### config.mk
export PLATFORM = sky130hd
export DESIGN_NAME = clk_div_bank
export DESIGN_NICKNAME = d
export VERILOG_FILES = /design/src/rtl/clk_div_bank.sv
export SDC_FILE = /design/constraint.sdc
export NUM_CORES = 1
export LEC_CHECK = 0
export CORE_UTILIZATION = 40
export DETAILED_ROUTE_END_ITERATION = 8
export SETUP_SLACK_MARGIN = 0.3
export SLEW_MARGIN = 40
export SYNTH_ARGS = -nofsm -noshare
export SYNTH_HDL_FRONTEND = slang
export SYNTH_SLANG_ARGS = --single-unit
### constraint.sdc
create_clock -name clk -period 2.6 [get_ports clk]
set_input_delay 0.26 -clock clk [delete_from_list [all_inputs] [get_ports clk]]
set_output_delay 0.26 -clock clk [all_outputs]
set_load 0.005 [all_outputs]
### src/rtl/clk_div_bank.sv
// Bank of NCH programmable clock dividers with tick strobes, per-channel enable,
// and shadowed (apply-at-wrap) or immediate-restart divide reconfiguration.
module clk_div_bank #(
  parameter int NCH         = 4,
  parameter int CNT_W       = 16,
  parameter int DEFAULT_DIV = 2200,
  localparam int CH_W       = (NCH > 1) ? $clog2(NCH) : 1
) (
  input  logic             clk,
  input  logic             rst_n,
  input  logic [NCH-1:0]   en,
  input  logic             cfg_wr,
  input  logic [CH_W-1:0]  cfg_ch,
  input  logic [CNT_W-1:0] cfg_div,
  input  logic             cfg_restart,
  output logic [NCH-1:0]   sclk,
  output logic [NCH-1:0]   tick,
  output logic [NCH-1:0]   pending
);

  for (genvar g = 0; g < NCH; g++) begin : g_ch
    logic [CNT_W-1:0] cnt_q, cnt_d;
    logic [CNT_W-1:0] div_q, div_d;
    logic [CNT_W-1:0] shadow_q, shadow_d;
    logic             sclk_q, sclk_d;
    logic             tick_q, tick_d;
    logic             pend_q, pend_d;
    logic             hit;
    logic             wrap;

    // Channel indices are all < NCH, so an out-of-range cfg_ch never matches.
    assign hit  = cfg_wr && (cfg_ch == CH_W'(g));
    assign wrap = en[g] && (cnt_q == div_q);

    always_comb begin
      cnt_d    = cnt_q;
      div_d    = div_q;
      shadow_d = shadow_q;
      sclk_d   = sclk_q;
      tick_d   = 1'b0;
      pend_d   = pend_q;
      if (hit && cfg_restart) begin
        div_d  = cfg_div;
        cnt_d  = '0;
        sclk_d = 1'b0;
        pend_d = 1'b0;
      end else begin
        if (wrap) begin
          cnt_d  = '0;
          sclk_d = ~sclk_q;
          tick_d = ~sclk_q;
          // A write landing on the wrap edge bypasses the shadow entirely.
          if (hit) begin
            div_d  = cfg_div;
            pend_d = 1'b0;
          end else if (pend_q) begin
            div_d  = shadow_q;
            pend_d = 1'b0;
          end
        end else if (en[g]) begin
          cnt_d = cnt_q + CNT_W'(1);
        end
        if (hit && !wrap) begin
          shadow_d = cfg_div;
          pend_d   = 1'b1;
        end
      end
    end

    always_ff @(posedge clk or negedge rst_n) begin
      if (!rst_n) begin
        cnt_q    <= '0;
        div_q    <= CNT_W'(DEFAULT_DIV);
        shadow_q <= '0;
        sclk_q   <= 1'b0;
        tick_q   <= 1'b0;
        pend_q   <= 1'b0;
      end else begin
        cnt_q    <= cnt_d;
        div_q    <= div_d;
        shadow_q <= shadow_d;
        sclk_q   <= sclk_d;
        tick_q   <= tick_d;
        pend_q   <= pend_d;
      end
    end

    assign sclk[g]    = sclk_q;
    assign tick[g]    = tick_q;
    assign pending[g] = pend_q;
  end

endmodule

Word level (Yosys, flattened, before mapping)
Index checks and enable logic that the tools add are counted.
Widths: inputs -> output; s select.

word-level totals
  register bits after elaboration = 204
  output and inout port bits = 12
  logic and storage cells = 144

operators by class
  $add $sub $neg = 4
  equality and inequality tests = 7
  mux-type cells = 56
  bitwise gates (word level) = 8
  reductions and logical operators = 45

operators by type and width
  cell                   count
  $mux 16                28
  $add 16x1->16 const B  4
  $eq 16x16->1           4
  $reduce_bool 3->1      12
  $mux 1                 28
  $logic_and 1x1->1      16
  $reduce_and 2->1       8
  $not 1->1              8
  $reduce_bool 2->1      4
  $eq 2x2->1 const B     2
  $logic_not 1->1        4
  $eq 2x1->1 const B     1
  $logic_not 2->1        1

Logic depth before layout (Yosys ltp)
Gate-level depths: netlist of the first run.

  depth after elaboration = 6
  gate-level depth with buffers = 8
  mapped depth without buffers = 6

Least setup slack after synthesis of the first run
OpenSTA, ideal clock, no wires.

  path type = reg2reg
  start = reg g_ch[1].div_q[11]
  end = reg g_ch[1].shadow_q[10]
  library setup time = 0.125 ns
  data arrival time = 1.923 ns
  required time = 2.475 ns
  setup slack = 0.553 ns
  stages on the path, launching flop included = 7
  cell sequence = dfstp_2 xor2_1 nor4_2 nand3_2 o21ai_4 buf_4 mux2_2

on the way
  cells in the longest elaborated chain, start to end = 5

RTL lines
  item                        line  source
  start: declaration          23    logic [CNT_W-1:0] div_q, div_d;
  start signal: assignment    73    div_q <= CNT_W'(DEFAULT_DIV);
  start signal: assignment    80    div_q <= div_d;
  $eq 16x16->1                33    assign wrap = en[g] && (cnt_q == div_q);
  $logic_and 1x1->1           33
  $logic_not 1->1             63    if (hit && !wrap) begin
  $logic_and 1x1->1           63
  $reduce_and 2->1 (no line)  n/a
  end signal: assignment      81    shadow_q <= shadow_d;
  end: declaration            24    logic [CNT_W-1:0] shadow_q, shadow_d;

Every way passes these cells.
A chain may end at the register's enable or synchronous reset.

Worst setup path after layout of the first run
  start = reg g_ch[1].div_q[11]
  end = reg g_ch[1].div_q[9]

on the way
  cells in the longest elaborated chain, start to end = 4

RTL lines
  item                         line
  $eq 16x16->1                 33
  $logic_and 1x1->1            33
  $reduce_bool 2->1 (no line)  n/a
  $reduce_and 2->1 (no line)   n/a

Every way passes these cells.

==> results of run 1 <==
## cells in the mapped netlist, types with 19 or more instances
cell type / number / share of area
nor2_1: 111 / 0.035
nand3_1: 101 / 0.043
xnor2_1: 46 / 0.034
mux2_2: 78 / 0.074
buf_2: 19 / 0.0081
xor2_1: 71 / 0.053
mux2i_1: 35 / 0.030
nand2_1: 93 / 0.030
o2bb2ai_1: 32 / 0.024
clkbuf_1: 59 / 0.019
inv_1: 22 / 0.0070
dfrtp_1: 188 / 0.40
o311ai_0: 32 / 0.024
a31oi_1: 49 / 0.026
or4_1: 32 / 0.020
## area by class of cell
| type | instances | area, µm² | share of cell area |
|---|---|---|---|
| well taps | 384 | 480 | 0.0355 |
| flip-flops and latches | 204 | 5120 | 0.379 |
| clock inverters | 4 | 26.3 | 0.00194 |
| multi-input cells | 876 | 6160 | 0.455 |
| inverters | 22 | 82.6 | 0.00610 |
| repair buffers | 95 | 925 | 0.0683 |
| clock buffers | 40 | 742 | 0.0548 |
## logic make-up (layout without fill, tap and decap cells)
logic type | after synthesis | after routing | share of synthesized area
XOR/XNOR | 117 | 117 | 0.0868
buffers and inverters | 120 | 161 | 0.0471
AND/OR/NAND/NOR | 453 | 453 | 0.196
multiplexers | 115 | 115 | 0.106
adder cells (fa/ha/maj) | 4 | 4 | 0.00424
AO/OA/AOI/OAI | 187 | 187 | 0.126
flip-flops | 204 | 204 | 0.434
## timing repair
action,4_1_cts,5_1_grt
hold endpoints to repair,38,0
hold buffers,1,0
resized for setup,0,2
endpoints found under the setup margin,0,19
setup buffers,0,2
## sequential cells by signal, indices dropped and copies added, names as in the netlist
name / cells
g_ch.cnt_q: 64
g_ch.div_q: 64
g_ch.pend_q: 4
g_ch.sclk_q: 4
g_ch.shadow_q: 64
g_ch.tick_q: 4
## cells in the final DEF (no fill, tap or decap), drive strengths merged, types with 32 or more instances in the layout
| cell type | count |
|---|---|
| mux2i | 35 |
| xor2 | 71 |
| clkbuf | 41 |
| nand2 | 93 |
| a31oi | 49 |
| nor2 | 111 |
| buf | 57 |
| o311ai | 32 |
| xnor2 | 46 |
| o2bb2ai | 32 |
| clkdlybuf4s50 | 36 |
| nand3 | 103 |
| or4 | 32 |
| dfrtp | 188 |
| mux2 | 80 |
## report_power, final
part,total [mW],switching (mW),internal [mW]
Clock,3.32,1.38,1.94
Combinational,1.40,0.720,0.681
Sequential,3.85,0.327,3.53
Total,8.57,2.42,6.15
## routing by layer
layer  vias to the layer above  routed length (µm)  global-route usage  share of wire
li1                       4446                   -                   -              -
met1                      4600               14100               0.276           0.49
met2                       119               13400               0.313           0.46
met3                        43                 925              0.0259          0.032
met4                         0                 644              0.0468          0.022
met5                         -                   0                   0              0
## stage by stage
stage               hold slack [ns]  setup slack (ns)   util  cell area [µm²]  std cells
floorplan                   -0.0356             0.553      -            11800       1200
global placement              0.245             0.122  0.441            12700       1578
detailed placement            0.245             0.139  0.441            12700       1578
CTS                           0.254             0.398  0.468            13500       1623
global route                  0.283             0.312  0.469            13500       1625
finish                        0.255             0.394  0.469            13500       1625
## worst max-delay path by stage
stage               cells after the start  slack, ns               from                   end
CTS                                     5       0.40  g_ch[1].div_q[11]  g_ch[1].shadow_q[14]
floorplan                               6       0.55  g_ch[1].div_q[11]  g_ch[1].shadow_q[10]
global route                            6       0.31  g_ch[1].cnt_q[12]      g_ch[1].div_q[9]
global placement                        8       0.12          cfg_ch[0]     g_ch[3].cnt_q[11]
detailed placement                      7       0.14          cfg_ch[0]     g_ch[0].div_q[10]
finish                                  6       0.39  g_ch[1].div_q[11]      g_ch[1].div_q[9]
==> flow_summary.json, run 1 <==
{
  "cts.sinks": 204,
  "fp-row-count": 62,
  "dr_total_vias": 9208,
  "antenna_found_initial": 0,
  "fin_skew_ns": 0.0130,
  "firstDrtPassIters": 5,
  "ios": 38,
  "fp.dieW_um": 174,
  "cts_buffers": 24,
  "ys_warn_count": 0,
  "period_minus_slack_ns": 2.21,
  "syn_area_per_cell_um2": 9.84,
  "r2r-end": "g_ch[1].div_q[9]",
  "synth.ff_latch_count": 204,
  "h-tree-depth": 1,
  "power.total_mw": 8.57,
  "wl_per_cell_um": 17.9,
  "tns_ns": 0,
  "core_area_um2": 28900,
  "rr_worst_depth": 6,
  "cp_top_family": "simple AND/OR/NAND/NOR gates",
  "finalSetupViolCount": 0,
  "p_leak_nw": 5.74,
  "cts.reportedPaths.clkPinSlew_ns": 0.06,
  "ant_nets": 0,
  "grt.overflow.total": 0,
  "synth_async_sr_flop_share": 1.00,
  "r2r-start": "g_ch[1].div_q[11]",
  "cts_tree": "done",
  "synth_cell_type_count": 55,
  "die_h_um": 174,
  "ys_seq_area_frac": 0.434,
  "clk_latency_ns": 0.53,
  "grt_pass1_vias": 9217,
  "cap_viol_max_count": 0,
  "start_util": 0.409,
  "drive_above_1_share": 0.176,
  "diodes": 0,
  "ir_worst_vdd_mv": 0.441,
  "grt_max_degree": 61,
  "p_per_area_nw_per_um2": 633,
  "maxSlewHeadroom": 0.568,
  "r2r_slack_ns": 0.39,
  "outcome": "completed",
  "die_area_um2": 30200,
  "path_class": "flop to flop",
  "nFillCells": 2778,
  "wirelength_um": 29100,
  "synthesis.area_um2": 11800,
  "dp_hpwl_um": 19400,
  "finalWeightedCongestion": 0.792,
  "synth_cells": 1200,
  "crit_chain": "xor2_1, nor4_2, nand3_2, buf_4, or4_1, nand3_1",
  "slew_violations": 0,
  "cp.required_ns": 3.06,
  "rsz0062_at_grt": "false",
  "cts_buffer_depth": 3,
  "area_delta_synth_final_pct": 14.6,
  "via_per_inst": 5.67,
  "drc_errors": 0,
  "grt_first_pass_wirelength_um": 48600,
  "cp_max_fo": 35,
  "max_freq_mhz": 453,
  "post-route-period-util": 0.849,
  "crit_slowest_cell": "dfstp_2",
  "nets": 1253,
  "endpoint_kind": "flop",
  "drt_first_iter_violations": 657,
  "critical_path_buf_inv_count": 1,
  "cp-start-kind": "flop",
  "synth_fp_nets": 1230,
  "hold_violations": 0,
  "clockRootBuffer": "clkbuf_16",
  "port_buffers": 37,
  "track_usage": 0.195,
  "synth_edf_count": 0,
  "tightest_slew_ns": 0.648,
  "slowest_delay_ns": 0.56,
  "synth-main-ff-cell": "dfrtp_1",
  "hold_class": "input pin to asynchronous set/reset pin",
  "crit_arrival_ns": 2.67
}
No activity file was read; power rests on OpenSTA's default activity.
==> run 2: changes to the inputs <==
==> constraint.sdc (replaced) <==
create_clock -name clk -period 1.95 [get_ports clk]
set_input_delay 0.195 -clock clk [delete_from_list [all_inputs] [get_ports clk]]
set_output_delay 0.195 -clock clk [all_outputs]
set_load 0.005 [all_outputs]
==> flow_summary.json, run 2 (same netlist as run 1, synthesis figures left out) <==
{
  "clockRootBuffer": "clkbuf_16",
  "critical_path_buf_inv_count": 2,
  "path_class": "flop to flop",
  "hold_class": "input pin to asynchronous set/reset pin",
  "antenna_found_initial": 2,
  "port_buffers": 37,
  "crit_arrival_ns": 2.44,
  "fin_util": 0.595,
  "crit_slowest_cell": "dfstp_2",
  "wirelength_um": 36000,
  "start_util": 0.409,
  "fp-row-count": 62,
  "die_h_um": 174,
  "dr_total_vias": 10500,
  "track_usage": 0.222,
  "cts_buffers": 25,
  "max_freq_mhz": 490,
  "slew_violations": 0,
  "layout_setup_ws_ns": -0.0906,
  "cts_tree": "done",
  "r2r_slack_ns": -0.09,
  "final_common_cell": "buf_4",
  "crit_chain": "xor2_1, nor4_2, buf_4, nand3_4, o21ai_4, clkbuf_16, mux2_4",
  "cts.reportedPaths.clkPinSlew_ns": 0.06,
  "via_per_inst": 5.70,
  "grt_max_degree": 60,
  "grt.overflow.total": 0,
  "maxSlewHeadroom": 0.654,
  "area_delta_synth_final_pct": 45.4,
  "fin_skew_ns": 0.0121,
  "rsz0062_at_grt": "true",
  "drive_above_1_share": 0.416,
  "fp.dieW_um": 174,
  "cp.required_ns": 2.35,
  "ir_worst_vdd_mv": 0.640,
  "cts.sinks": 204,
  "cap_viol_max_count": 0,
  "post-route-period-util": 1.05,
  "ant_nets": 0,
  "h-tree-depth": 1,
  "finalSetupViolCount": 109,
  "dp_hpwl_um": 21600,
  "firstDrtPassIters": 5,
  "hold_violations": 0,
  "core_area_um2": 28900,
  "layout_common_cells": "buf_4 (196), dfrtp_1 (184), nand2_1 (88)",
  "tightest_slew_ns": 0.517,
  "drc_errors": 0,
  "grt_pass1_vias": 10200,
  "endpoint_kind": "flop",
  "nets": 1467,
  "p_leak_nw": 7.50,
  "ios": 38,
  "outcome": "finished, violations left",
  "period_minus_slack_ns": 2.04,
  "cp-start-kind": "flop",
  "die_area_um2": 30200,
  "drt_first_iter_violations": 733,
  "top_regs": "g_ch.cnt_q: 64 flops, g_ch.div_q: 64 flops, g_ch.shadow_q: 64 flops",
  "grt_first_pass_wirelength_um": 54300,
  "slowest_delay_ns": 0.54,
  "p_per_area_nw_per_um2": 721,
  "cts_buffer_depth": 3,
  "wl_per_cell_um": 19.5,
  "cp_max_fo": 8,
  "cp_top_family": "flip-flops",
  "finalWeightedCongestion": 0.803,
  "power.total_mw": 12.4,
  "violations": "setup timing",
  "clk_latency_ns": 0.53
}
[run 2: worst register-to-register path, delay by kind of cell, from the launching register on]
family / cells / cell delay (ns)
flops: 1 / 0.54
buf+inv: 2 / 0.39
simple gates: 2 / 0.38
mux: 1 / 0.30
compound gates: 1 / 0.23
xor+xnor: 1 / 0.07
[run 2: final timing paths]
check                             startpoint                  end  cells past startpoint
setup reg to reg           g_ch[1].div_q[11]  g_ch[1].shadow_q[8]                      7
hold reg to reg               g_ch[0].sclk_q       g_ch[0].tick_q                      1
hold / removal                         rst_n     g_ch[0].div_q[5]                      2
max in group asynchronous              rst_n    g_ch[2].div_q[11]                      3
setup / recovery           g_ch[1].div_q[11]  g_ch[1].shadow_q[8]                      7
min in group clk                       en[1]     g_ch[1].cnt_q[0]                      4
[run 2: cell type report]
class	instances	area (µm²)
clock buffers	39	718
multi-input cells	876	7500
flip-flops and latches	204	5130
clock inverters	6	57.6
well taps	384	480
repair buffers	308	3200
diodes	2	5.00
fillers	2353	11700
inverters	22	82.6
[run 2: metrics by stage]
stage          std cells  hold slack [ns]  setup WS, ns  instance area (µm²)  setup TNS (ns)
2_1_floorplan       1200           -0.101       -0.0808                12200           -2.04
6_report            1841            0.137       -0.0906                17200           -3.61
3_5_place_dp        1724            0.128        -0.281                14200          -21.48
5_1_grt             1840            0.147        -0.194                17200          -18.61
3_3_place_gp        1724            0.131        -0.248                14200          -19.97
4_1_cts             1807            0.129       -0.0705                15900           -2.58
[run 2: where the power goes]
group	switching (mW)	internal, mW	leakage (nW)
Sequential	0.336	4.71	2.37
Combinational	1.38	1.41	4.75
Clock	1.89	2.65	0.379
Total	3.61	8.77	7.50
[run 2: what timing repair did]
item                                    4_1_cts  5_1_grt
hold buffers                                  1        0
setup buffers                                27       22
endpoints found under the hold margin       191        0
endpoints found under the setup margin      207      206
cloned                                       10       10
resized for setup                           117      168
pin swaps                                    54       43
[run 2: layer usage]
metal  GRT usage  up-vias  part of all wire
met5           0        -                 0
met4      0.0636        0             0.028
met2       0.363      262              0.48
met1       0.308     5273              0.45
met3      0.0281       61             0.043
li1            -     4905                 -
